--- src/rtl/kernel_buffer_controller.sv ---
// rtl/kernel_buffer_controller.sv - kernel buffer load/read sequencer
//
// Purpose:
//   LOAD streams W-bit weights in over a valid/ready handshake and writes them
//   round-robin across D banks: weight k goes to bank k mod D, address k div D.
//   READ sweeps a contiguous address range. All D banks are read in parallel.
//   The SRAM has one cycle of latency, so opValid trails each address by one cycle.
//
// Ports:
//   CLK, RSTn    clock (rising edge) and synchronous active-low reset
//   cfgNumWords  number of weights to load (0..D*2^A), sampled on loadStart
//   loadStart    begin LOAD (honoured in IDLE only; wins over readStart)
//   inData/inValid/inReady   weight stream
//   readBase/readLen         read sweep start and length, sampled on readStart
//   readStart    begin READ (honoured in IDLE only)
//   ioInputs     {ioSelect, ioWrite, bankSelect, data} to the buffer
//   address      buffer address
//   opValid      buffer output valid this cycle
//   busy         controller not idle
//   loadDone     pulse with the final write
//   readDone     pulse with the final opValid

module kernel_buffer_controller #(
    parameter int depth = 2,
    parameter int A     = 7,
    parameter int W     = 16,
    localparam int D    = 1 << depth
) (
    input  logic                   CLK,
    input  logic                   RSTn,
    input  logic [A+depth:0]       cfgNumWords,
    input  logic                   loadStart,
    input  logic [W-1:0]           inData,
    input  logic                   inValid,
    output logic                   inReady,
    input  logic [A-1:0]           readBase,
    input  logic [A:0]             readLen,
    input  logic                   readStart,
    output logic [W+depth+1:0]     ioInputs,
    output logic [A-1:0]           address,
    output logic                   opValid,
    output logic                   busy,
    output logic                   loadDone,
    output logic                   readDone
);

    localparam int CW = A + depth + 1;
    localparam int IW = W + depth + 2;

    typedef enum logic [1:0] {S_IDLE, S_LOAD, S_READ, S_DRAIN} state_t;

    state_t            r_state;
    logic              r_in_ready;
    logic [IW-1:0]     r_io;
    logic [A-1:0]      r_address;
    logic              r_op_valid;
    logic              r_busy;
    logic              r_load_done;
    logic              r_read_done;

    logic [CW-1:0]     r_num;
    logic [CW-1:0]     r_ld_cnt;
    logic [depth-1:0]  r_bank;
    logic [A-1:0]      r_wr_addr;
    logic [A:0]        r_rd_len;
    logic [A:0]        r_rd_cnt;

    // IO mode with no write strobe: bus stays owned by the controller between words
    logic [IW-1:0]     w_io_hold;
    logic              w_last_word;

    assign w_io_hold   = {1'b1, 1'b0, {(depth + W){1'b0}}};
    assign w_last_word = ((r_ld_cnt + CW'(1)) == r_num);

    always_ff @(posedge CLK) begin
        if (!RSTn) begin
            r_state     <= S_IDLE;
            r_in_ready  <= 1'b0;
            r_io        <= '0;
            r_address   <= '0;
            r_op_valid  <= 1'b0;
            r_busy      <= 1'b0;
            r_load_done <= 1'b0;
            r_read_done <= 1'b0;
            r_num       <= '0;
            r_ld_cnt    <= '0;
            r_bank      <= '0;
            r_wr_addr   <= '0;
            r_rd_len    <= '0;
            r_rd_cnt    <= '0;
        end else begin
            case (r_state)
                S_IDLE: begin
                    r_io        <= '0;
                    r_address   <= '0;
                    r_in_ready  <= 1'b0;
                    r_op_valid  <= 1'b0;
                    r_load_done <= 1'b0;
                    r_read_done <= 1'b0;
                    if (loadStart) begin
                        r_num     <= cfgNumWords;
                        r_ld_cnt  <= '0;
                        r_bank    <= '0;
                        r_wr_addr <= '0;
                        if (cfgNumWords == '0) begin
                            r_load_done <= 1'b1;
                        end else begin
                            r_state    <= S_LOAD;
                            r_busy     <= 1'b1;
                            r_in_ready <= 1'b1;
                            r_io       <= w_io_hold;
                        end
                    end else if (readStart) begin
                        if (readLen == '0) begin
                            r_read_done <= 1'b1;
                        end else begin
                            r_state   <= S_READ;
                            r_busy    <= 1'b1;
                            r_address <= readBase;
                            r_rd_len  <= readLen;
                            r_rd_cnt  <= (A+1)'(1);
                        end
                    end
                end

                S_LOAD: begin
                    if (!r_in_ready) begin
                        // final write and loadDone were shown this cycle
                        r_state     <= S_IDLE;
                        r_busy      <= 1'b0;
                        r_io        <= '0;
                        r_address   <= '0;
                        r_load_done <= 1'b0;
                    end else if (inValid) begin
                        r_io      <= {1'b1, 1'b1, r_bank, inData};
                        r_address <= r_wr_addr;
                        r_bank    <= r_bank + depth'(1);
                        if (r_bank == '1)
                            r_wr_addr <= r_wr_addr + A'(1);
                        r_ld_cnt  <= r_ld_cnt + CW'(1);
                        if (w_last_word) begin
                            r_in_ready  <= 1'b0;
                            r_load_done <= 1'b1;
                        end
                    end else begin
                        r_io <= w_io_hold;
                    end
                end

                S_READ: begin
                    // data for the address shown this cycle appears next cycle
                    r_op_valid <= 1'b1;
                    if (r_rd_cnt == r_rd_len) begin
                        r_state     <= S_DRAIN;
                        r_read_done <= 1'b1;
                    end else begin
                        r_address <= r_address + A'(1);
                        r_rd_cnt  <= r_rd_cnt + (A+1)'(1);
                    end
                end

                default: begin
                    r_state     <= S_IDLE;
                    r_busy      <= 1'b0;
                    r_op_valid  <= 1'b0;
                    r_read_done <= 1'b0;
                    r_address   <= '0;
                end
            endcase
        end
    end

    assign inReady  = r_in_ready;
    assign ioInputs = r_io;
    assign address  = r_address;
    assign opValid  = r_op_valid;
    assign busy     = r_busy;
    assign loadDone = r_load_done;
    assign readDone = r_read_done;

endmodule

--- config.mk ---
export PLATFORM = sky130hd
export DESIGN_NAME = kernel_buffer_controller
export DESIGN_NICKNAME = d
export VERILOG_FILES = /design/src/rtl/kernel_buffer_controller.sv
export SDC_FILE = /design/constraint.sdc
export NUM_CORES = 1
export LEC_CHECK = 0
export ABC_AREA = 1
export CAP_MARGIN = 20
export CORE_MARGIN = 3
export CORE_UTILIZATION = 55
export CTS_CLUSTER_DIAMETER = 30
export DETAILED_ROUTE_END_ITERATION = 10
export PLACE_DENSITY = 0.94
export SETUP_SLACK_MARGIN = 0.15
export SLEW_MARGIN = 20
export SYNTH_ARGS = -nofsm -noshare
export SYNTH_HDL_FRONTEND = slang
export SYNTH_SLANG_ARGS = --single-unit
--- constraint.sdc ---
create_clock -name CLK -period 2.35 [get_ports CLK]
set_input_delay 0.235 -clock CLK [delete_from_list [all_inputs] [get_ports CLK]]
set_output_delay 0.235 -clock CLK [all_outputs]
set_load 0.01 [all_outputs]
==> flow_metrics.py, run 1 <==
metrics = {
    "floorplan": {
        "start_util_pct": 58.7,
        "die_h_um": 89.5,
        "std_cell_rows": 29,
        "die_area_um2": 8000,
        "core-area_um2": 6530,
        "fp.dieW_um": 89.5,
        "boundaryPins": 78,
    },
    "drt": {
        "final_antenna_net_count": 0,
        "drtIter0Drc": 386,
        "vias_per_cell": 5.85,
        "drt_wl_total_um": 10500,
        "wire_per_inst_um": 15.0,
        "post-route-drc-count": 0,
        "dr.pass1.iters": 5,
        "via_count": 4096,
    },
    "timing": {
        "worst_pin_slew_ns": 0.514,
        "fin_skew_ns": 0.00694,
        "fin_crit_ns": 1.91,
        "slew_headroom_pct": 65.8,
        "fin_crit_sh_pct": 81.5,
        "grt_setup_unrepaired": "no",
        "finalSetupViolations": 0,
        "max_freq_mhz": 522,
        "hold_slack_ns": 0.476,
        "fin_setup_tns_ns": 0,
        "maxSlewViolCount": 0,
        "finalHoldViolations": 0,
    },
    "worst_hold_path": {
        "min_path_cells": 2,
        "hp-class": "flop to flop",
        "hp-start": "r_rd_len[4]$_SDFFE_PN0P_",
        "min_to": "r_rd_len[4]$_SDFFE_PN0P_",
    },
    "clock_tree": {
        "cts_tree": "yes",
        "cts-root-buf": "clkbuf_8",
        "clock-sinks": 79,
        "cts_buffer_depth": 2,
        "cts_hold_buf": 0,
        "clk_pin_slew_ns": 0.09,
        "clk_latency_ns": 0.36,
        "cts_buffers": 9,
        "cts_setup_buffers": 0,
        "post_cts_resize_count": 0,
        "htreeDepth": 3,
    },
    "logic_synthesis": {
        "synth_area_leaders": "dfxtp_1, nand2_1, a21oi_1",
        "syn_area_um2": 3830,
        "synth.largest_area_cell": "dfxtp_1",
        "synth_nets": 593,
        "syn-instance-count": 542,
        "yosysSeqAreaShare_pct": 41.3,
        "synth_cell_type_count": 35,
        "avgSynthCellArea_um2": 7.07,
        "yosys_warnings": 0,
        "ys_ff_latch": 79,
        "synth.top_cell.area_share_pct": 41.3,
    },
    "placement": {
        "dp_hpwl_um": 7600,
        "dpl-instance-area_um2": 4670,
        "port_buffers": 77,
        "place.gp.congestion": 0.901,
    },
    "setup_path": {
        "r2r_cells": 7,
        "r2r_start": "r_state[0]$_SDFFE_PN0P_",
        "start_kind": "flop",
        "crit_fanout": 30,
        "cp-startpoint": "r_state[0]$_SDFFE_PN0P_",
        "rrSetupSlack_ns": 0.44,
        "crit_arrival_ns": 2.19,
        "cp_data_required_time_ns": 2.63,
        "reg2reg_to": "r_ld_cnt[3]$_SDFFE_PN0P_",
        "worstSetupPathType": "flop to flop",
        "endpoint_kind": "flop",
    },
    "global_route": {
        "grt_first_pass_wirelength_um": 17300,
        "antenna_found_initial": 0,
        "first_global_vias": 3893,
        "grt_overflow": 0,
        "grt_max_degree": 50,
        "grt_usage_pct": 27.5,
    },
    "outcome": {
        "status": "completed",
    },
    "power_and_ir_drop": {
        "power_leakage_nw": 1.84,
        "power.density_nw_per_um2": 685,
        "power_mw": 3.34,
        "ir_drop_v": 0.000465,
    },
    "finish": {
        "fin_area_um2": 4870,
        "syn2layout_area_growth_pct": 27.2,
        "final_common_cell": "nand2_1",
        "fin_nets": 669,
        "diodes": 0,
        "final_cell_mix": "nand2_1, dfxtp_1, clkdlybuf4s50_1",
        "drive_gt1_share_pct": 7.38,
        "finalCoreUtilization_pct": 74.6,
    },
    "job": {
        "max_cap_violations": 0,
    },
}
[synthesized netlist by cell type (all sizes together)]
cell type / count
nand2: 126
dfxtp: 79
nor2: 72
inv: 56
a21oi: 52
nand3: 40
o21ai: 25
a22oi: 19
clkbuf: 11
nor3: 10
xnor2: 9
buf: 8
nand4: 6
ha: 5
o221ai: 5
nand3b: 4
a211oi: 3
a31oi: 2
clkinv: 2
nor3b: 2
o21a: 2
o21bai: 2
xnor3: 1
xor2: 1
[metrics by stage]
stage / instances / worst slack [ns]
finish: 700 / 0.436
global route: 700 / 0.240
CTS: 700 / 0.463
detailed placement: 684 / 0.291
global placement: 684 / 0.426
floorplan: 542 / 0.819
[cell type report]
| cell class | instances | area, um^2 |
|---|---|---|
| inverters | 58 | 218 |
| clock buffers | 9 | 124 |
| clock inverters | 7 | 81.3 |
| multi-input cells | 386 | 1950 |
| flip-flops and latches | 79 | 1580 |
| well taps | 77 | 96.3 |
| repair buffers | 84 | 823 |
| fillers | 451 | 1660 |
[worst max path at each step]
stage | to | slack, ns | depth (start not counted)
2_1_floorplan | inReady$_SDFFE_PN0P_ | 0.82 | 12
3_3_place_gp | r_rd_cnt[2]$_SDFFE_PN0P_ | 0.43 | 9
3_5_place_dp | r_rd_cnt[2]$_SDFFE_PN0P_ | 0.29 | 9
4_1_cts | inReady$_SDFFE_PN0P_ | 0.46 | 12
5_1_grt | inReady$_SDFFE_PN0P_ | 0.24 | 12
6_report | r_ld_cnt[3]$_SDFFE_PN0P_ | 0.44 | 7
[power breakdown]
| part | internal (mW) | total (mW) | switching, mW |
|---|---|---|---|
| sequential | 1.44 | 1.53 | 0.0978 |
| clock | 0.504 | 1.06 | 0.556 |
| combinational | 0.298 | 0.744 | 0.446 |
| total | 2.24 | 3.34 | 1.10 |
[cell families after synthesis]
group | share of synthesized area [%]
DFF | 41.3
xor gates and xnor gates | 2.87
and+or+nand+nor | 29.5
buffers and inverters | 7.84
adders and majority gates | 1.63
AOI/OAI and AO/OA | 16.9
[worst max-delay path, cell delays in order (launching register included)]
cell     delay [ns]
dfxtp_1        0.48
inv_2          0.09
nor2_4         0.18
nand2_2        0.21
nor2_4         0.17
buf_4          0.32
nand3_1        0.16
a21oi_1        0.21
[metal layers]
| layer | GRT usage, % | vias to the layer above | wire (um) |
|---|---|---|---|
| li1 | - | 1946 | - |
| met1 | 34.1 | 1914 | 4310 |
| met2 | 46.2 | 195 | 5160 |
| met3 | 4.98 | 41 | 719 |
| met4 | 13.1 | 0 | 323 |
| met5 | 0 | - | 0 |
[state kept, by name, summed over array words and instances, names as in the netlist]
| signal | flops |
|---|---|
| ioInputs | 20 |
| r_bank | 2 |
| r_wr_addr | 7 |
| inReady | 1 |
| address | 7 |
| r_rd_len | 8 |
| readDone | 1 |
| r_state | 2 |
| r_ld_cnt | 10 |
| loadDone | 1 |
| opValid | 1 |
| busy | 1 |
| r_num | 10 |
| r_rd_cnt | 8 |
(Power assumes the default switching activity.)
==> run 2, diff against run 1 <==
--- a/config.mk
+++ b/config.mk
@@ -8,10 +8,10 @@
 export ABC_AREA = 1
 export CAP_MARGIN = 20
 export CORE_MARGIN = 3
-export CORE_UTILIZATION = 55
+export CORE_UTILIZATION = 46
 export CTS_CLUSTER_DIAMETER = 30
 export DETAILED_ROUTE_END_ITERATION = 10
-export PLACE_DENSITY = 0.94
+export PLACE_DENSITY = 0.85
 export SETUP_SLACK_MARGIN = 0.15
 export SLEW_MARGIN = 20
 export SYNTH_ARGS = -nofsm -noshare
==> constraint.sdc (replaced) <==
create_clock -name CLK -period 1.61 [get_ports CLK]
set_input_delay 0.161 -clock CLK [delete_from_list [all_inputs] [get_ports CLK]]
set_output_delay 0.161 -clock CLK [all_outputs]
set_load 0.01 [all_outputs]
==> flow_metrics.py, run 2 (synthesis results as in run 1) <==
metrics = {
    "power_and_ir_drop": {
        "power.density_nw_per_um2": 963,
        "netSwitchingPower_mw": 1.93,
        "pwr-share-clk_pct": 29.2,
        "p_seq_share_pct": 39.3,
        "ir_drop_v": 0.000547,
        "power_leakage_nw": 2.53,
        "power.share.switching_pct": 33.7,
        "combPwrFrac_pct": 31.4,
        "p_int_mw": 3.80,
    },
    "finish": {
        "diodes": 0,
        "final_common_cell": "nand2_1",
        "syn2layout_area_growth_pct": 55.4,
        "largest_reg_flops": 20,
        "nFillCells": 469,
        "fin_nets": 734,
        "finalCoreUtilization_pct": 75.5,
        "final_cell_mix": "nand2_1, clkdlybuf4s50_1, dfxtp_1, buf_4, nor2_1",
        "drive_gt1_share_pct": 30.1,
    },
    "clock_tree": {
        "clock-sinks": 79,
        "clk_latency_ns": 0.37,
        "cts_buffers": 9,
        "cts_tree": "yes",
        "htreeDepth": 3,
        "cts-root-buf": "clkbuf_8",
        "cts_buffer_depth": 2,
        "cts_hold_buf": 0,
        "clk_pin_slew_ns": 0.09,
    },
    "worst_hold_path": {
        "min_to": "r_num[6]$_SDFFE_PN0P_",
        "hp-class": "input pin to flop",
        "min_path_cells": 3,
        "hp-start": "cfgNumWords[6]",
    },
    "timing": {
        "fin_crit_sh_pct": 116,
        "fin_skew_ns": 0.0214,
        "maxSlewViolCount": 0,
        "max_freq_mhz": 534,
        "grt_setup_unrepaired": "yes",
        "worst_pin_slew_ns": 0.352,
        "finalSetupViolations": 2,
        "slew_headroom_pct": 76.5,
        "fin_setup_tns_ns": -0.424,
        "fin_crit_ns": 1.87,
        "finalHoldViolations": 0,
        "fin_ws_ns": -0.262,
    },
    "setup_path": {
        "crit_fanout": 3,
        "r2r_cells": 13,
        "start_kind": "flop",
        "worstSetupPathType": "flop to flop",
        "critPathMostFrequentCell": "nand2_1",
        "cp_data_required_time_ns": 1.92,
        "crit_family": "simple AND/OR/NAND/NOR gates",
        "path_cells": "ha_4 > inv_1 > nand2_1 > nand2_1 > nand2_1 > nand2_1 > nor2_1 > nand3_1 > nor2_1 > nand4_1 > nand3_1 > nand2_1 > inv_1",
        "cp-startpoint": "r_ld_cnt[0]$_SDFFE_PN0P_",
        "critPathMaxStageDelay_ns": 0.38,
        "reg2reg_to": "loadDone$_SDFFE_PN0P_",
        "rrSetupSlack_ns": -0.26,
        "endpoint_kind": "flop",
        "crit_slowest_cell": "dfxtp_2",
        "critPathBufInv": 2,
        "r2r_start": "r_ld_cnt[0]$_SDFFE_PN0P_",
        "crit_arrival_ns": 2.18,
    },
    "global_route": {
        "first_global_vias": 4228,
        "grt_overflow": 0,
        "grt_first_pass_wirelength_um": 18700,
        "grt_usage_pct": 23.9,
        "antenna_found_initial": 0,
        "grt_max_degree": 29,
    },
    "floorplan": {
        "std_cell_rows": 32,
        "die_h_um": 97.3,
        "start_util_pct": 48.6,
        "boundaryPins": 78,
        "core-area_um2": 7890,
        "fp.dieW_um": 97.3,
        "die_area_um2": 9460,
    },
    "drt": {
        "final_antenna_net_count": 0,
        "drtIter0Drc": 359,
        "post-route-drc-count": 0,
        "wire_per_inst_um": 19.1,
        "vias_per_cell": 6.01,
        "dr.pass1.iters": 6,
        "drt_wl_total_um": 15100,
        "via_count": 4750,
    },
    "placement": {
        "port_buffers": 77,
        "dp_hpwl_um": 7820,
        "place.gp.congestion": 0.896,
    },
    "job": {
        "max_cap_violations": 0,
    },
    "outcome": {
        "status": "finished with violations",
        "violations": "negative setup slack",
    },
}
==> run 2: changes by cell type in the layout (fill, tap and decap cells not counted), sizes merged, moves of 3 or more <==
cell,before,now
buf,7,70
clkbuf,9,13
clkdlybuf4s50,77,64
clkinv,5,1
dlygate4sd2,0,3
dlymetal6s2s,0,10
==> run 2: metal layers <==
metal | part of all wire, % | track usage, % | routed length [um] | vias to the layer above
met1 | 36 | 26.7 | 5490 | 2169
met4 | 7.8 | 11.0 | 1190 | 0
met5 | 0 | 0 | 0 | -
met3 | 8.7 | 6.53 | 1310 | 138
met2 | 47 | 42.1 | 7120 | 358
li1 | - | - | - | 2085
==> run 2: worst reg2reg max path, stage by stage, from the launching register on <==
cell	delay (ns)
dfxtp_2	0.38
ha_4	0.16
inv_1	0.05
nand2_1	0.14
nand2_1	0.10
nand2_1	0.11
nand2_1	0.06
nor2_1	0.11
nand3_1	0.09
nor2_1	0.15
nand4_1	0.15
nand3_1	0.13
nand2_1	0.11
inv_1	0.10
==> run 2: final cells by class <==
type | instances | area (um^2) | share of cell area [%]
Sequential cell | 79 | 1630 | 27.3
Multi-Input combinational cell | 386 | 2310 | 38.8
Clock inverter | 5 | 81.3 | 1.37
Timing Repair Buffer | 149 | 1450 | 24.3
Inverter | 58 | 230 | 3.87
Tap cell | 102 | 128 | 2.14
Clock buffer | 11 | 131 | 2.21
==> run 2: repair_timing <==
| item | CTS | global route |
|---|---|---|
| setup endpoints to repair | 33 | 50 |
| setup buffers | 14 | 11 |
| gates resized for setup | 45 | 116 |
| gates cloned | 0 | 3 |
| pin swaps | 22 | 47 |
==> run 2: how the worst max path moves through the flow <==
stage	to	slack (ns)	cells after the start
after detailed placement	r_rd_cnt[2]$_SDFFE_PN0P_	-0.19	9
after global routing	loadDone$_SDFFE_PN0P_	-0.36	13
after floorplan	inReady$_SDFFE_PN0P_	0.16	12
after CTS	inReady$_SDFFE_PN0P_	0.01	11
after global placement	r_rd_cnt[3]$_SDFFE_PN0P_	-0.11	9
final	loadDone$_SDFFE_PN0P_	-0.26	13
==> run 2: power by group through the flow <==
stage / Sequential, mW / Clock (mW) / Combinational, mW
2_1_floorplan: 2.26 / 0 / 0.663
3_3_place_gp: 2.25 / 0 / 1.23
3_5_place_dp: 2.26 / 0 / 1.27
4_1_cts: 2.22 / 1.64 / 1.40
5_1_grt: 2.26 / 1.74 / 1.90
6_report: 2.25 / 1.68 / 1.80
==> run 2: per-stage QoR <==
step                hold slack [ns]  total power, mW  instance area, um^2  setup WS, ns  std cells
finish                        0.411             5.73                 5950        -0.262        790
global route                  0.423             5.91                 5950        -0.363        790
CTS                           0.417             5.27                 5440        0.0137        776
detailed placement            0.458             3.53                 5000        -0.191        746
global placement              0.451             3.48                 5000        -0.111        746
floorplan                     0.296             2.92                 3840         0.156        542
==> run 3, diff against run 2 <==
--- a/config.mk
+++ b/config.mk
@@ -8,10 +8,10 @@
 export ABC_AREA = 1
 export CAP_MARGIN = 20
 export CORE_MARGIN = 3
-export CORE_UTILIZATION = 46
+export CORE_UTILIZATION = 35
 export CTS_CLUSTER_DIAMETER = 30
 export DETAILED_ROUTE_END_ITERATION = 10
-export PLACE_DENSITY = 0.85
+export PLACE_DENSITY = 0.67
 export SETUP_SLACK_MARGIN = 0.15
 export SLEW_MARGIN = 20
 export SYNTH_ARGS = -nofsm -noshare
==> constraint.sdc (replaced) <==
create_clock -name CLK -period 2.25 [get_ports CLK]
set_input_delay 0.225 -clock CLK [delete_from_list [all_inputs] [get_ports CLK]]
set_output_delay 0.225 -clock CLK [all_outputs]
set_load 0.01 [all_outputs]
==> flow_metrics.py, run 3 (synthesis results as in run 1) <==
metrics = {
    "floorplan": {
        "fp.dieW_um": 111,
        "start_util_pct": 36.6,
        "core-area_um2": 10500,
        "std_cell_rows": 37,
        "die_area_um2": 12200,
        "boundaryPins": 78,
        "die_h_um": 111,
    },
    "timing": {
        "finalSetupViolations": 0,
        "maxSlewViolCount": 0,
        "finalHoldViolations": 0,
        "worst_pin_slew_ns": 0.495,
        "fin_crit_sh_pct": 82.2,
        "grt_setup_unrepaired": "no",
        "fin_skew_ns": 0.0133,
        "max_freq_mhz": 540,
        "fin_setup_tns_ns": 0,
        "slew_headroom_pct": 67.0,
        "fin_crit_ns": 1.85,
    },
    "clock_tree": {
        "clk_pin_slew_ns": 0.09,
        "htreeDepth": 3,
        "cts_buffer_depth": 2,
        "clock-sinks": 79,
        "cts_setup_buffers": 0,
        "clk_latency_ns": 0.36,
        "post_cts_resize_count": 0,
        "cts_tree": "yes",
        "cts-root-buf": "clkbuf_8",
        "cts_buffers": 9,
        "cts_hold_buf": 0,
    },
    "power_and_ir_drop": {
        "power.density_nw_per_um2": 714,
        "ir_drop_v": 0.000364,
        "power_leakage_nw": 1.87,
    },
    "finish": {
        "finalCoreUtilization_pct": 47.8,
        "nFillCells": 1056,
        "syn2layout_area_growth_pct": 30.4,
        "final_cell_mix": "nand2_1, dfxtp_1, clkdlybuf4s50_1",
        "largest_reg_flops": 20,
        "drive_gt1_share_pct": 7.99,
        "diodes": 0,
        "fin_nets": 672,
        "final_common_cell": "nand2_1",
    },
    "setup_path": {
        "crit_arrival_ns": 2.10,
        "start_kind": "flop",
        "rrSetupSlack_ns": 0.40,
        "endpoint_kind": "flop",
        "crit_fanout": 6,
        "worstSetupPathType": "flop to flop",
        "cp_data_required_time_ns": 2.49,
    },
    "global_route": {
        "first_global_vias": 3776,
        "grt_busiest_layer": "met2",
        "grt_usage_pct": 16.9,
        "grt_max_degree": 31,
        "met1_usage_pct": 21.3,
        "grt_use_met2_pct": 27.6,
        "met3_usage_pct": 4.93,
        "grt_overflow": 0,
        "antenna_found_initial": 0,
        "grt_first_pass_wirelength_um": 17400,
    },
    "placement": {
        "dp_hpwl_um": 7470,
        "place.gp.congestion": 0.867,
        "port_buffers": 77,
    },
    "drt": {
        "post-route-drc-count": 0,
        "dr.pass1.iters": 4,
        "via_count": 3818,
        "final_antenna_net_count": 0,
        "drt_wl_total_um": 10000,
        "vias_per_cell": 5.01,
        "drtIter0Drc": 181,
        "wire_per_inst_um": 13.2,
    },
    "worst_hold_path": {
        "hp-class": "flop to flop",
    },
    "outcome": {
        "status": "completed",
    },
    "job": {
        "max_cap_violations": 0,
    },
}
-- run 3: cell types whose count changed in the layout (fill, tap and decap cells not counted), moves of 12 or more --
cell             before  now
nor2_1               54   66
dfxtp_2              18    0
buf_6                12    0
clkdlybuf4s50_1      64   77
nand2_1             108  123
buf_4                55   10
dfxtp_1              55   79
-- run 3: final timing paths --
path,startpoint,endpoint,depth (start not counted)
max,r_ld_cnt[0]$_SDFFE_PN0P_,inReady$_SDFFE_PN0P_,12
min reg2reg,r_num[3]$_SDFFE_PN0P_,r_num[3]$_SDFFE_PN0P_,2
min,r_num[3]$_SDFFE_PN0P_,r_num[3]$_SDFFE_PN0P_,2
max reg2reg,r_ld_cnt[0]$_SDFFE_PN0P_,inReady$_SDFFE_PN0P_,12
-- run 3: final cells by class --
class / count / area (um^2) / area share (%)
Multi-Input combinational cell: 386 / 1950 / 39.1
Sequential cell: 79 / 1580 / 31.7
Timing Repair Buffer: 87 / 846 / 16.9
Inverter: 58 / 218 / 4.36
Tap cell: 136 / 170 / 3.41
Clock buffer: 10 / 138 / 2.75
Clock inverter: 6 / 91.3 / 1.83
-- run 3: layer usage --
| layer | up-vias | share of wire (%) |
|---|---|---|
| li1 | 1948 | - |
| met1 | 1749 | 45 |
| met2 | 104 | 47 |
| met3 | 17 | 5.7 |
| met4 | 0 | 1.9 |
| met5 | - | 0 |
-- run 3: worst max-delay path: stages, from the launching register on --
cell and delay, ns:
dfxtp_1 0.43, ha_1 0.20, nand2_1 0.15, nor2_2 0.25, nand2_1 0.08, nand2_1 0.10
nand2_1 0.05, nand2_1 0.05, nand2_1 0.04, nor2_1 0.12, nand4_1 0.12, nand2_1 0.09
a21oi_1 0.06
-- run 3: metrics by stage --
stage / std cells / setup slack [ns] / area, um^2 / hold slack, ns / power, mW
after floorplan: 542 / 0.719 / 3830 / 0.360 / 2.09
after global placement: 746 / 0.215 / 4760 / 0.460 / 2.38
after detailed placement: 746 / 0.171 / 4760 / 0.460 / 2.39
after CTS: 762 / 0.330 / 4990 / 0.462 / 3.60
after global routing: 762 / 0.194 / 5000 / 0.471 / 3.78
final: 762 / 0.400 / 5000 / 0.472 / 3.57
-- run 3: where the power goes --
| group | switching, mW | internal, mW |
|---|---|---|
| sequential | 0.0952 | 1.50 |
| combinational | 0.457 | 0.314 |
| clock | 0.541 | 0.661 |
